[src/rtl/spi_xfer_ctrl.sv]
// SPI master frame sequencer: drives cs_n/sclk/mosi from spi_prescaler half-period ticks,
// samples miso into a word and forwards prescaler configuration (deferred while a frame runs).
module spi_xfer_ctrl #(
  parameter int DATA_WIDTH = 8
) (
  input  logic                  clk_i,
  input  logic                  rst_i,
  input  logic                  cfg_stb_i,
  input  logic [15:0]           cfg_prescaler_i,
  input  logic                  cpol_i,
  input  logic                  cpha_i,
  input  logic                  tx_valid_i,
  output logic                  tx_ready_o,
  input  logic [DATA_WIDTH-1:0] tx_data_i,
  output logic                  rx_valid_o,
  output logic [DATA_WIDTH-1:0] rx_data_o,
  output logic                  busy_o,
  output logic                  prescaler_stb_o,
  output logic [15:0]           prescaler_o,
  input  logic                  high_pulse_i,
  input  logic                  low_pulse_i,
  output logic                  sclk_o,
  output logic                  mosi_o,
  input  logic                  miso_i,
  output logic                  cs_n_o
);

  localparam int               CNT_W     = $clog2(2 * DATA_WIDTH) + 1;
  localparam logic [CNT_W-1:0] LAST_EDGE = CNT_W'(2 * DATA_WIDTH - 1);

  typedef enum logic [1:0] {IDLE, LEAD, XFER, TRAIL} state_t;

  typedef struct packed {
    state_t                state;
    logic                  cs_n;
    logic                  sclk;
    logic                  mosi;
    logic                  cpol;
    logic                  cpha;
    logic [CNT_W-1:0]      edge_cnt;
    logic [DATA_WIDTH-1:0] tx_shift;
    logic [DATA_WIDTH-1:0] rx_shift;
    logic                  rx_valid;
    logic [DATA_WIDTH-1:0] rx_data;
    logic                  pre_stb;
    logic [15:0]           pre_val;
    logic                  pend_valid;
    logic [15:0]           pend_val;
  } regs_t;

  regs_t q, d;
  logic  tick;
  logic  accept;
  logic  leading;

  assign tick       = high_pulse_i | low_pulse_i;
  assign tx_ready_o = (q.state == IDLE) && !q.pend_valid;
  assign busy_o     = (q.state != IDLE);
  assign accept     = tx_valid_i && tx_ready_o;
  // edge_cnt counts ticks already taken, so the current tick is odd (leading) when it is even.
  assign leading    = !q.edge_cnt[0];

  always_comb begin
    // NOTE: every field starts from its held value so no path leaves a variable unassigned (no latches).
    d          = q;
    d.rx_valid = 1'b0;
    d.pre_stb  = 1'b0;

    if (cfg_stb_i) begin
      if (q.state == IDLE) begin
        d.pre_val    = cfg_prescaler_i;
        d.pre_stb    = 1'b1;
        d.pend_valid = 1'b0;
      end else begin
        d.pend_valid = 1'b1;
        d.pend_val   = cfg_prescaler_i;
      end
    end else if (q.state == IDLE && q.pend_valid) begin
      d.pre_val    = q.pend_val;
      d.pre_stb    = 1'b1;
      d.pend_valid = 1'b0;
    end

    case (q.state)
      IDLE: begin
        d.sclk = cpol_i;
        if (accept) begin
          d.tx_shift = tx_data_i;
          d.cpol     = cpol_i;
          d.cpha     = cpha_i;
          d.cs_n     = 1'b0;
          if (!cpha_i) d.mosi = tx_data_i[DATA_WIDTH-1];
          d.state = LEAD;
        end
      end
      LEAD: begin
        if (tick) begin
          d.edge_cnt = '0;
          d.state    = XFER;
        end
      end
      XFER: begin
        if (tick) begin
          d.sclk     = ~q.sclk;
          d.edge_cnt = q.edge_cnt + 1'b1;
          if (leading) begin
            if (q.cpha) begin
              d.mosi     = q.tx_shift[DATA_WIDTH-1];
              d.tx_shift = q.tx_shift << 1;
            end else begin
              d.rx_shift = {q.rx_shift[DATA_WIDTH-2:0], miso_i};
            end
          end else begin
            if (q.cpha) begin
              d.rx_shift = {q.rx_shift[DATA_WIDTH-2:0], miso_i};
            end else if (q.edge_cnt != LAST_EDGE) begin
              d.mosi     = q.tx_shift[DATA_WIDTH-2];
              d.tx_shift = q.tx_shift << 1;
            end
          end
          if (q.edge_cnt == LAST_EDGE) d.state = TRAIL;
        end
      end
      TRAIL: begin
        if (tick) begin
          d.sclk     = q.cpol;
          d.cs_n     = 1'b1;
          d.rx_valid = 1'b1;
          d.rx_data  = q.rx_shift;
          d.state    = IDLE;
        end
      end
      default: d.state = IDLE;
    endcase
  end

  always_ff @(posedge clk_i) begin
    // NOTE: sequential state uses non-blocking assignments so every register samples pre-edge values.
    if (!rst_i) begin
      q       <= '0;
      q.state <= IDLE;
      q.cs_n  <= 1'b1;
    end else begin
      q <= d;
    end
  end

  assign cs_n_o          = q.cs_n;
  assign sclk_o          = q.sclk;
  assign mosi_o          = q.mosi;
  assign rx_valid_o      = q.rx_valid;
  assign rx_data_o       = q.rx_data;
  assign prescaler_stb_o = q.pre_stb;
  assign prescaler_o     = q.pre_val;

endmodule
[config.mk]
export PLATFORM = sky130hd
export DESIGN_NAME = spi_xfer_ctrl
export DESIGN_NICKNAME = d
export VERILOG_FILES = /design/src/rtl/spi_xfer_ctrl.sv
export SDC_FILE = /design/constraint.sdc
export NUM_CORES = 1
export LEC_CHECK = 0
export CORE_MARGIN = 10
export CORE_UTILIZATION = 31
export CTS_CLUSTER_DIAMETER = 80
export CTS_CLUSTER_SIZE = 16
export DETAILED_ROUTE_END_ITERATION = 6
export DONT_BUFFER_PORTS = 1
export MAX_ROUTING_LAYER = met4
export SYNTH_ARGS = -nofsm -noshare
export SYNTH_HDL_FRONTEND = slang
export SYNTH_SLANG_ARGS = --single-unit
[constraint.sdc]
create_clock -name clk_i -period 2.5 [get_ports clk_i]
set_input_delay 0.25 -clock clk_i [delete_from_list [all_inputs] [get_ports clk_i]]
set_output_delay 0.25 -clock clk_i [all_outputs]
set_load 0.02 [all_outputs]
; ---- Word-level counts from Yosys, hierarchy flattened
; Cells that the tools add are included.
; W data, S select, Z words.
[totals]
reg_bits = 71
n_memories = 0
latchBits = 0
ramBits = 0
in_bits = 33
romBits = 0
elab_cells = 91
[op_classes]
n_div = 0
shifts = 0
n_bitwise = 3
n_reduce_logical = 23
n_mux = 32
mul = 0
order_cmp = 0
eq_ne = 17
add_sub_neg = 1
[ops]
columns = cell, count
row1 = $mux W8, 6
row2 = $mux W18, 2
row3 = $mux W21, 1
row4 = $mux W17, 1
row5 = $mux W16, 1
row6 = $pmux W8 S2, 1
row7 = $ne A2 B2 Y1 const B, 7
row8 = $pmux W5 S2, 1
row9 = $reduce_and A2 Y1, 5
row10 = $reduce_bool A2 Y1, 5
row11 = $mux W9, 1
row12 = $ne A3 B3 Y1 const B, 3
row13 = $reduce_and A3 Y1, 3
row14 = $mux W2, 4
row15 = $pmux W2 S4, 1
row16 = $reduce_and A7 Y1, 1
row17 = $mux W1, 6
row18 = $mux W3, 2
row19 = $reduce_and A6 Y1, 1
row20 = $add A5 B1 Y5 const B, 1
row21 = $eq A5 B4 Y1 const B, 1
row22 = $mux W5, 1
row23 = $ne A5 B4 Y1 const B, 1
row24 = $reduce_and A5 Y1, 1
row25 = 13 further kinds, 19

; ---- Logic depth before layout (Yosys ltp)
; Gate-level depths: netlist of the first run.
[depth]
word_depth = 6
mapped_depth = 8

; ---- Worst setup path before layout of the first run
; Ideal clock, no wire load.
[synth_path]
path_type = flip-flop to flip-flop
startpoint = reg q[59] (netlist bit)
endpoint = reg q, in the netlist mosi_o
path_buffers = 1
slack_ns = 0.566
arrival_ns = 1.800
setup_ns = 0.133
period_less_slack_ns = 1.934
path_stages_with_launch = 9
path_cell_list = dfxtp_1 -> ha_1 -> and3_1 -> ha_1 -> nor2b_1 -> o41ai_4 -> and2_1 -> buf_4 -> a311oi_1
[synth_between]
elab_chain_len = 3
elab_cells_between_ends = 8
[synth_rtl]
columns = element, line
row1 = "start, declared", 51  ; regs_t q, d;
row2 = $ne A5 B4 Y1 / $mux W1 (equally long branches), "116, 106"
row3 = $ne A3 B3 Y1 (no source line) / $mux W2 (equally long branches), --
row4 = $reduce_and A7 Y1 (no source line) / $pmux W1 S2 (equally long branches), --
; Several ways; a longest one is shown, not always the timed one. The select of a mux whose other input is x is not followed.
; A chain may end at the register's enable or synchronous reset.

; ---- Final worst setup path of the first run
[layout_path]
startpoint = reg q[70] (netlist bit)
endpoint = out tx_ready_o
[layout_between]
elab_chain_len = 2
[layout_rtl]
columns = element, line
row1 = $logic_not A2 Y1, 57  ; assign tx_ready_o = (q.state == IDLE) && !q.pend_valid;
row2 = $logic_and A1 B1 Y1, 57
row3 = "end, declared", 13  ; output logic tx_ready_o,
; Every way passes these cells.

==> results of run 1 <==
==> power breakdown <==
part           total [W]  switching [W]  internal, W
Sequential       0.00164       0.000278      0.00136
Combinational    0.00115       0.000709     0.000436
Clock           0.000914       0.000452     0.000462
==> per-stage QoR <==
step                setup WS [ns]  power [W]  cells  hold slack (ns)
floorplan                  0.5661   0.002563    397           0.3860
global placement           0.5351   0.002778    497           0.3184
detailed placement         0.4549   0.002813    497           0.3189
CTS                        0.3836   0.003746    514         0.007039
global route               0.2498   0.003973    515         0.009912
finish                     0.4428   0.003695    515          0.02688
==> per-layer routing <==
layer	share of wire, %	wire length [µm]	track usage [%]
met1	44	3721	13.97
met3	8.5	711	4.695
met4	1.2	98	3.785
met5	0	0	-
met2	46	3853	17.24
==> sequential cells by signal, indices dropped and copies added, names as in the netlist <==
register,count
rx_data_o,8
rx_valid_o,1
q,42
prescaler_stb_o,1
sclk_o,1
cs_n_o,1
mosi_o,1
prescaler_o,16
==> critical path, cell delays in order (launching register included) <==
cell and delay [ns]:
dfxtp_1 0.37, inv_1 0.13, ha_1 0.41, inv_1 0.27
nor2_1 0.15, buf_4 0.15
==> timing repair <==
action	in CTS	in global routing
hold endpoints to repair	1	1
buffers inserted	0	0
hold buffers	1	1
==> final timing paths <==
| check | end | cells after the start |
|---|---|---|
| worst max register to register | mosi_o | 8 |
| worst min register to register | q[3] | 2 |
| worst min-delay path | q[1] | 2 |
| worst max-delay path | tx_ready_o | 5 |
==> cells in the mapped netlist (7+ instances only) <==
cell,n
nand2b_1,17
o21ai_0,29
a21oi_1,67
ha_1,9
nand2_1,58
dfxtp_1,71
and3_1,8
a211oi_1,8
nand3_1,9
inv_1,7
mux2i_1,21
buf_4,25
clkbuf_1,16
nor2_1,16
==> logic make-up (layout without fill, tap and decap cells) <==
group	count (synthesis)	after routing
buf+inv	57	39
mux	22	22
fa+ha+maj	9	9
flops	71	71
compound gates	118	118
simple gates	120	120
==> final cells by class <==
type	count	area, µm²	share of cell area (%)
Multi-Input combinational cell	269	1562	44.48
Clock inverter	7	73.82	2.103
Sequential cell	71	1421	40.48
Inverter	8	30.03	0.8553
Timing Repair Buffer	15	130.1	3.706
Clock buffer	9	123.9	3.528
Tap cell	136	170.2	4.847
==> metrics.md, run 1 <==
| Metric | Value |
|---|---|
| Outcome | `finished clean` |
| Biggest area contributors in the synthesized netlist | `dfxtp_1 43%, a21oi_1 10%, nand2_1 6.6%` |
| Commonest non-fill, non-tap cells in the layout | `71 x dfxtp_1, 67 x a21oi_1, 58 x nand2_1, 29 x o21ai_0, 21 x mux2i_1` |
| Finish-stage setup viols | `0` |
| Type of the worst setup path | `reg -> out` |
| Worst-margin pin slew | `0.7393 ns` |
| Detail-routed net length per standard cell | `16.28 µm` |
| Compound-gate portion of the synthesized area | `20.18%` |
| Gr usage total | `11.58%` |
| 1st-pass router iterations | `4` |
| Setup repair after global routing missed its margin | `no` |
| Worst Setup End Kind | `output port` |
| Cell count after synthesis | `397` |
| Crit path from | `q[70]` |
| Dominant combinational cell family by area after synthesis | `compound AO/OA/AOI/OAI gates` |
| CORE AREA | `0.01032 mm²` |
| FFs w/ async S/R, synth | `0%` |
| Final hold violations | `0` |
| Vias | `2580` |
| Number of max-cap violations | `0` |
| Classification of the worst-slack hold path | `in -> reg` |
| Startpoint of the lowest-slack register-to-register path | `q[59]` |
| Final slew viol count | `0` |
| Mean area per synthesized cell | `8.308 µm²` |
| Number of nets produced by synthesis | `439` |
| Count of cells resized by post-cts repair | `0` |
| Worst-path maximum fanout | `10` |
| Yosys cell types | `36` |
| Wire length of the first global-routing pass | `13550 µm` |
| CTS Root Buffer Type | `clkbuf_8` |
| Slew Limit Headroom | `50.38%` |
| Warning count from the yosys run | `0` |
| Total Negative Setup Slacks | `0 ns` |
| Clk_lat worst skew | `0.35 ns` |
| Clk buf depth | `2` |
| Library cell occupying the most area in the post-synthesis netlist | `dfxtp_1` |
| Layout cells sized above 1 | `9.499%` |
| Die height | `123.1 µm` |
| Clock Pin Slew Worst Setup and Hold Paths | `0.09 ns` |
| Global placer's final weighted congestion | `0.7506` |
| Buffers added on ports | `0` |
| Antenna violations before repair | `0` |
| Min cycle time layout | `2.057 ns` |
| Static leakage | `1.315 nW` |
| Worst endpoint required time | `2.25 ns` |
| Fmax achieved | `486.1 MHz` |
| Post-layout instance area | `0.003511 mm²` |
| TritonCTS clock tree | `built` |
| Share of synthesized area spent on multiplexers | `6.715%` |
| Post-synth EDFFs | `0` |
| Maximum resistive drop on vdd | `0.4855 mV` |
| Power per cell area | `1052 mW/mm²` |
| Mapped Area | `0.003298 mm²` |
| Final period util | `82.29%` |
| Layout area overhead | `6.449%` |
| CP arrival | `1.81 ns` |
| Post-synthesis xor/xnor area fraction | `0%` |
| Effective utilization at floorplan | `31.95%` |
| Number of nets at the end of the flow | `416` |
| ANT cells | `0` |
| Average vias per placed instance | `5.010` |
| Most common cell after layout, fill and taps aside | `dfxtp_1` |
| Main flop type after synthesis | `dfxtp_1` |
| Hold Crit Start | `cfg_prescaler_i[1]` |
| R2r setup slk | `0.47 ns` |
| Boundary pin count | `64` |
| Sequential area share after synthesis | `43.10%` |
| Crit start category | `flop` |
| Number of global-route vias before repair | `2523` |
| CTS sink count | `71` |
| Adder-cell area share of the yosys netlist | `3.414%` |
| Detailed Route WL | `8386 µm` |
| H-tree level count | `3` |
| Final design utilization | `34.01%` |
| GRT overflow | `0` |
| Horiz. Die Dim | `123.1 µm` |
| Inserted Clock Buffers | `9` |
| Final Skew | `0.01103 ns` |
| Post-synthesis register bit count | `71` |
| Initial DRC count | `107` |
| Die area | `0.01516 mm²` |
| Synth Area in Simple Gates | `17.03%` |
| Detailed placement HPWL | `5776 µm` |
| Fillers | `1057` |
| Pin count of the biggest net entering global routing | `34` |
| Drt drc | `0` |
| Row count | `37` |
| Fraction of post-synthesis cell area in the top cell type by area | `43.10%` |
| Antenna Violating Nets Remaining | `0` |
| Area of placed instances | `0.003293 mm²` |
(Power assumes the default switching activity.)
==> inputs of run 2 (changes only) <==
- clock period: 2.5 -> 2.1 ns (I/O delays scaled with it)
==> run 2 against run 1 <==
Via count up 5.0%. Die area unchanged. Utilization is 2.4 points higher. Clock power grew 32%. Clock skew decreased by 0.0019 ns. Cell area up 7.0%.
==> metrics.md, run 2 (same netlist as run 1, synthesis figures left out) <==
| Metric | Value |
|---|---|
| TritonCTS clock tree | `built` |
| Number of global-route vias before repair | `2634` |
| Largest stage delay, worst path | `0.39 ns` |
| Effective utilization at floorplan | `31.95%` |
| Inserted Clock Buffers | `9` |
| Critical path buffers and inverters | `1` |
| Final period util | `95.33%` |
| Post-layout instance area | `0.003756 mm²` |
| Hold slack | `0.02939 ns` |
| ANT cells | `0` |
| CORE AREA | `0.01032 mm²` |
| Power Total | `0.004608 W` |
| Final Skew | `0.009162 ns` |
| Die height | `123.1 µm` |
| Detailed Route WL | `8967 µm` |
| Gr usage total | `12.29%` |
| Register with the most flip-flops | `q` |
| CTS sink count | `71` |
| Number of flip-flops in the largest register | `42` |
| Type of the worst setup path | `reg -> reg` |
| Area of placed instances | `0.003311 mm²` |
| Antenna violations before repair | `0` |
| Pin count of the biggest net entering global routing | `34` |
| Horiz. Die Dim | `123.1 µm` |
| Worst-path maximum fanout | `6` |
| Final slew viol count | `0` |
| Number of nets at the end of the flow | `439` |
| Wire length of the first global-routing pass | `14040 µm` |
| Commonest non-fill, non-tap cells in the layout | `69 x dfxtp_1, 67 x a21oi_1, 58 x nand2_1, 29 x o21ai_0, 21 x mux2i_1` |
| Drt drc | `0` |
| Number of max-cap violations | `0` |
| Master of the slowest instance on the critical path | `o41ai_4` |
| Worst-margin pin slew | `0.7950 ns` |
| Detail-routed net length per standard cell | `16.67 µm` |
| Vias | `2710` |
| Most common cell type on the critical path | `ha_2` |
| Layout cells sized above 1 | `11.94%` |
| Fmax achieved | `499.5 MHz` |
| Clk buf depth | `2` |
| 1st-pass router iterations | `4` |
| Cells along the critical path | `ha_2 -> and3_4 -> ha_2 -> nor2b_2 -> o41ai_4 -> buf_4 -> a21oi_1 -> a211oi_1` |
| Static leakage | `1.416 nW` |
| Die area | `0.01516 mm²` |
| CTS Root Buffer Type | `clkbuf_8` |
| Most common cell after layout, fill and taps aside | `dfxtp_1` |
| Antenna Violating Nets Remaining | `0` |
| Classification of the worst-slack hold path | `in -> reg` |
| Detailed placement HPWL | `5828 µm` |
| Finish-stage setup viols | `0` |
| Worst Setup End Kind | `flop` |
| H-tree level count | `3` |
| Maximum resistive drop on vdd | `0.6634 mV` |
| Clk_lat worst skew | `0.35 ns` |
| Min cycle time layout | `2.002 ns` |
| Total Negative Setup Slacks | `0 ns` |
| Row count | `37` |
| Final hold violations | `0` |
| Buffers added on ports | `0` |
| Worst endpoint required time | `2.36 ns` |
| Power per cell area | `1227 mW/mm²` |
| Boundary pin count | `64` |
| Outcome | `finished clean` |
| Layout area overhead | `13.88%` |
| Slew Limit Headroom | `46.65%` |
| Initial DRC count | `116` |
| Global placer's final weighted congestion | `0.7805` |
| GRT overflow | `0` |
| Clock Pin Slew Worst Setup and Hold Paths | `0.08 ns` |
| CP arrival | `2.26 ns` |
| Average vias per placed instance | `5.037` |
| Crit start category | `flop` |
| Crit-path leading delay family | `compound AO/OA/AOI/OAI gates` |
==> run 2: per-stage QoR <==
step                      setup WS [ns]  utilization, %  instances
after floorplan                  0.1661               -        397
after global placement           0.1600           32.07        501
after detailed placement       0.002807           32.07        501
after CTS                        0.1158           36.10        537
after global routing         -0.0004172           36.38        538
final                           0.09799           36.38        538
==> run 2: worst paths after layout <==
| kind | slack, ns | depth (start not counted) | end | from |
|---|---|---|---|---|
| max | 0.1 | 8 | q[54] | q[59] |
| min | 0.03 | 2 | q[16] | rst_i |
| max reg2reg | 0.1 | 8 | q[54] | q[59] |
| min reg2reg | 0.45 | 2 | q[3] | q[3] |
==> run 2: area by class of cell <==
class                   count  area [µm²]
repair buffers             38       335.3
clock inverters             5       82.58
well taps                 136       170.2
fillers                  1060        6568
inverters                   8       30.03
clock buffers              11       131.4
flip-flops and latches     71        1424
multi-input cells         269        1583
==> run 2: repair_timing <==
action | 4_1_cts | 5_1_grt
endpoints found under the hold margin | 40 | 0
setup endpoints to repair | 1 | 1
hold buffers | 20 | 0
pin swaps | 0 | 3
buffers inserted | 0 | 1
gates cloned | 0 | 0
gates resized for setup | 1 | 8
==> run 2: worst reg2reg max path, cell delays in order, from the launching register on <==
cell and delay (ns):
dfxtp_2 0.33, ha_2 0.18, and3_4 0.18, ha_2 0.17, nor2b_2 0.16, o41ai_4 0.39, buf_4 0.21, a21oi_1 0.07
a211oi_1 0.22
==> run 2: power by group <==
part	total, W	internal (W)	switching, W
clock network	0.00121	0.000672	0.000538
logic	0.00145	0.000565	0.000884
registers	0.00195	0.00162	0.000333
total	0.00461	0.00285	0.00175
==> run 2: per-layer routing <==
layer | wire length, µm | track usage (%) | vias up | part of all wire [%]
li1 | - | - | 1342 | -
met1 | 3959 | 14.28 | 1289 | 44
met2 | 4177 | 18.77 | 70 | 47
met3 | 719 | 5.287 | 9 | 8.0
met4 | 110 | 3.930 | 0 | 1.2
met5 | 0 | - | - | 0
==> inputs of run 3 (changes only) <==
- CELL_PAD_IN_SITES_DETAIL_PLACEMENT: not set -> 0
- CELL_PAD_IN_SITES_GLOBAL_PLACEMENT: not set -> 1
- PLACE_DENSITY_LB_ADDON: not set -> 0.1
==> run 3 against run 2 <==
Fmax rose by 1.6%. Register-to-register slack improved by 0.07 ns. Via count fell by 2.0%. Sequential share of layout area fell by 0.57 points. Sequential power barely moved. Final cell count rose by 0.37%. Global-route usage rose by 0.16 points. Non-clock buffer count rose by 3. Sequential cell count did not move. Critical endpoint is now tx_ready_o.
==> metrics.md, run 3 (same netlist as run 1, synthesis figures left out) <==
| Metric | Value |
|---|---|
| 1st-pass router iterations | `5` |
| Slew Limit Headroom | `52.85%` |
| Antenna violations before repair | `0` |
| Number of global-route vias before repair | `2729` |
| GRT overflow | `0` |
| Register with the most flip-flops | `q` |
| H-tree level count | `3` |
| Worst-path maximum fanout | `7` |
| Final Skew | `0.01304 ns` |
| Switching power total | `0.001758 W` |
| CP arrival | `1.76 ns` |
| Detailed Route WL | `9077 µm` |
| Layout area overhead | `15.63%` |
| Min cycle time layout | `1.971 ns` |
| Average vias per placed instance | `4.919` |
| Clk_lat worst skew | `0.35 ns` |
| Setup repair after global routing missed its margin | `no` |
| Final period util | `93.84%` |
| CORE AREA | `0.01032 mm²` |
| Fillers | `1074` |
| Finish-stage setup viols | `0` |
| Final slew viol count | `0` |
| Most common cell after layout, fill and taps aside | `dfxtp_1` |
| Die area | `0.01516 mm²` |
| Met3 capacity usage during global routing | `4.011%` |
| Detailed placement HPWL | `5921 µm` |
| Effective utilization at floorplan | `31.95%` |
| Die height | `123.1 µm` |
| Cells along the critical path | `inv_1 -> ha_1 -> buf_4 -> inv_1 -> buf_4 -> nor2_1 -> buf_4` |
| Worst endpoint required time | `1.89 ns` |
| Clock power share | `29.5%` |
| Most Used Layer, Global Route | `met2` |
| Post-route insts no fill | `540` |
| CTS sink count | `71` |
| Post-layout instance area | `0.003814 mm²` |
| Pin count of the biggest net entering global routing | `37` |
| Inserted Clock Buffers | `9` |
| Worst-margin pin slew | `0.7072 ns` |
| Register share of total power | `39.7%` |
| Largest stage delay, worst path | `0.36 ns` |
| Footprint of the multi-input gates | `0.001562 mm²` |
| Boundary pin count | `64` |
| ANT cells | `0` |
| FF+latch area | `0.001424 mm²` |
| Most common cell type on the critical path | `buf_4` |
| Total Negative Setup Slacks | `0 ns` |
| Critical path buffers and inverters | `5` |
| Number of nets at the end of the flow | `442` |
| Power per cell area | `1284 mW/mm²` |
| Number of flip-flops in the largest register | `42` |
| Layout cells sized above 1 | `11.14%` |
| Wire length of the first global-routing pass | `14520 µm` |
| Row count | `37` |
| Number of max-cap violations | `0` |
| Outcome | `finished clean` |
| Initial DRC count | `87` |
| Buffers added on ports | `0` |
| TritonCTS clock tree | `built` |
| Clk buf depth | `2` |
| Detail-routed net length per standard cell | `16.81 µm` |
| Vias | `2656` |
| Fmax achieved | `507.4 MHz` |
| Area of placed instances | `0.003353 mm²` |
| Gate power share | `30.8%` |
| Static leakage | `1.460 nW` |
| Type of the worst setup path | `reg -> out` |
| Crit-path leading delay family | `buffers and inverters` |
| Post CTS Setup Buffer Count | `0` |
| Worst Setup End Kind | `output port` |
| Final hold violations | `0` |
| Commonest non-fill, non-tap cells in the layout | `69 x dfxtp_1, 67 x a21oi_1, 58 x nand2_1, 29 x o21ai_0, 21 x mux2i_1` |
| Cell Int Power | `0.003137 W` |
| Master of the slowest instance on the critical path | `dfxtp_2` |
| # placed instances | `505` |
| Antenna Violating Nets Remaining | `0` |
| Met2 track demand over resource in global routing | `20.17%` |
| Crit start category | `flop` |
| Routing usage on met1 | `14.39%` |
| Clock Pin Slew Worst Setup and Hold Paths | `0.07 ns` |
| CTS Root Buffer Type | `clkbuf_8` |
| Classification of the worst-slack hold path | `in -> reg` |
| Horiz. Die Dim | `123.1 µm` |
| Gr usage total | `12.45%` |
| Fraction of power spent switching nets | `35.91%` |
| Drt drc | `0` |
| Maximum resistive drop on vdd | `0.5492 mV` |
| Global placer's final weighted congestion | `0.7459` |
-- run 3: changes by cell type in the layout (fill, tap and decap cells not counted), moves of 2 or more --
cell / before / now
bufinv_16: 2 / 4
ha_1: 7 / 9
ha_2: 2 / 0
clkbuf_1: 2 / 0
buf_4: 18 / 20
-- run 3: power by group through the flow --
stage               Clock (W)  Combinational [W]  Sequential [W]
global placement            0            0.00148         0.00197
CTS                   0.00149            0.00153         0.00195
detailed placement          0            0.00149         0.00197
global route          0.00153            0.00169         0.00198
floorplan                   0            0.00127         0.00178
finish                0.00144            0.00151         0.00194
-- run 3: metal layers --
| layer | wire length [µm] | vias up |
|---|---|---|
| met5 | 0 | - |
| met4 | 80 | 0 |
| met3 | 621 | 7 |
| met2 | 4278 | 56 |
| met1 | 4096 | 1250 |
| li1 | - | 1343 |
-- run 3: final timing paths --
check,start,to,slack [ns],cells after the start
max,q[70],tx_ready_o,0.13,7
max reg2reg,q[60],mosi_o,0.17,8
min reg2reg,q[0],q[0],0.45,2
min,rst_i,q[69],0.01,2
-- run 3: per-stage QoR --
stage	power, W	worst slack, ns	hold slack, ns	utilization, %
after floorplan	0.003052	0.1661	0.3460	-
after global placement	0.003457	0.2082	0.2789	32.48
after detailed placement	0.003462	0.1892	0.2784	32.48
after CTS	0.004972	0.02276	0.0004568	36.92
after global routing	0.005206	0.02103	0.02904	36.94
final	0.004895	0.1293	0.009875	36.94
-- run 3: cell type report --
| class | count | area share (%) |
|---|---|---|
| Timing Repair Buffer | 41 | 9.711 |
| Clock buffer | 9 | 3.248 |
| Inverter | 8 | 0.7874 |
| Clock inverter | 6 | 3.510 |
| Sequential cell | 71 | 37.34 |
| Tap cell | 136 | 4.462 |
| Multi-Input combinational cell | 269 | 40.94 |
-- run 3: repair_timing --
action | CTS | global route
endpoints found under the hold margin | 36 | 0
resized for setup | 0 | 2
hold buffers | 20 | 0
endpoints found under the setup margin | 0 | 1
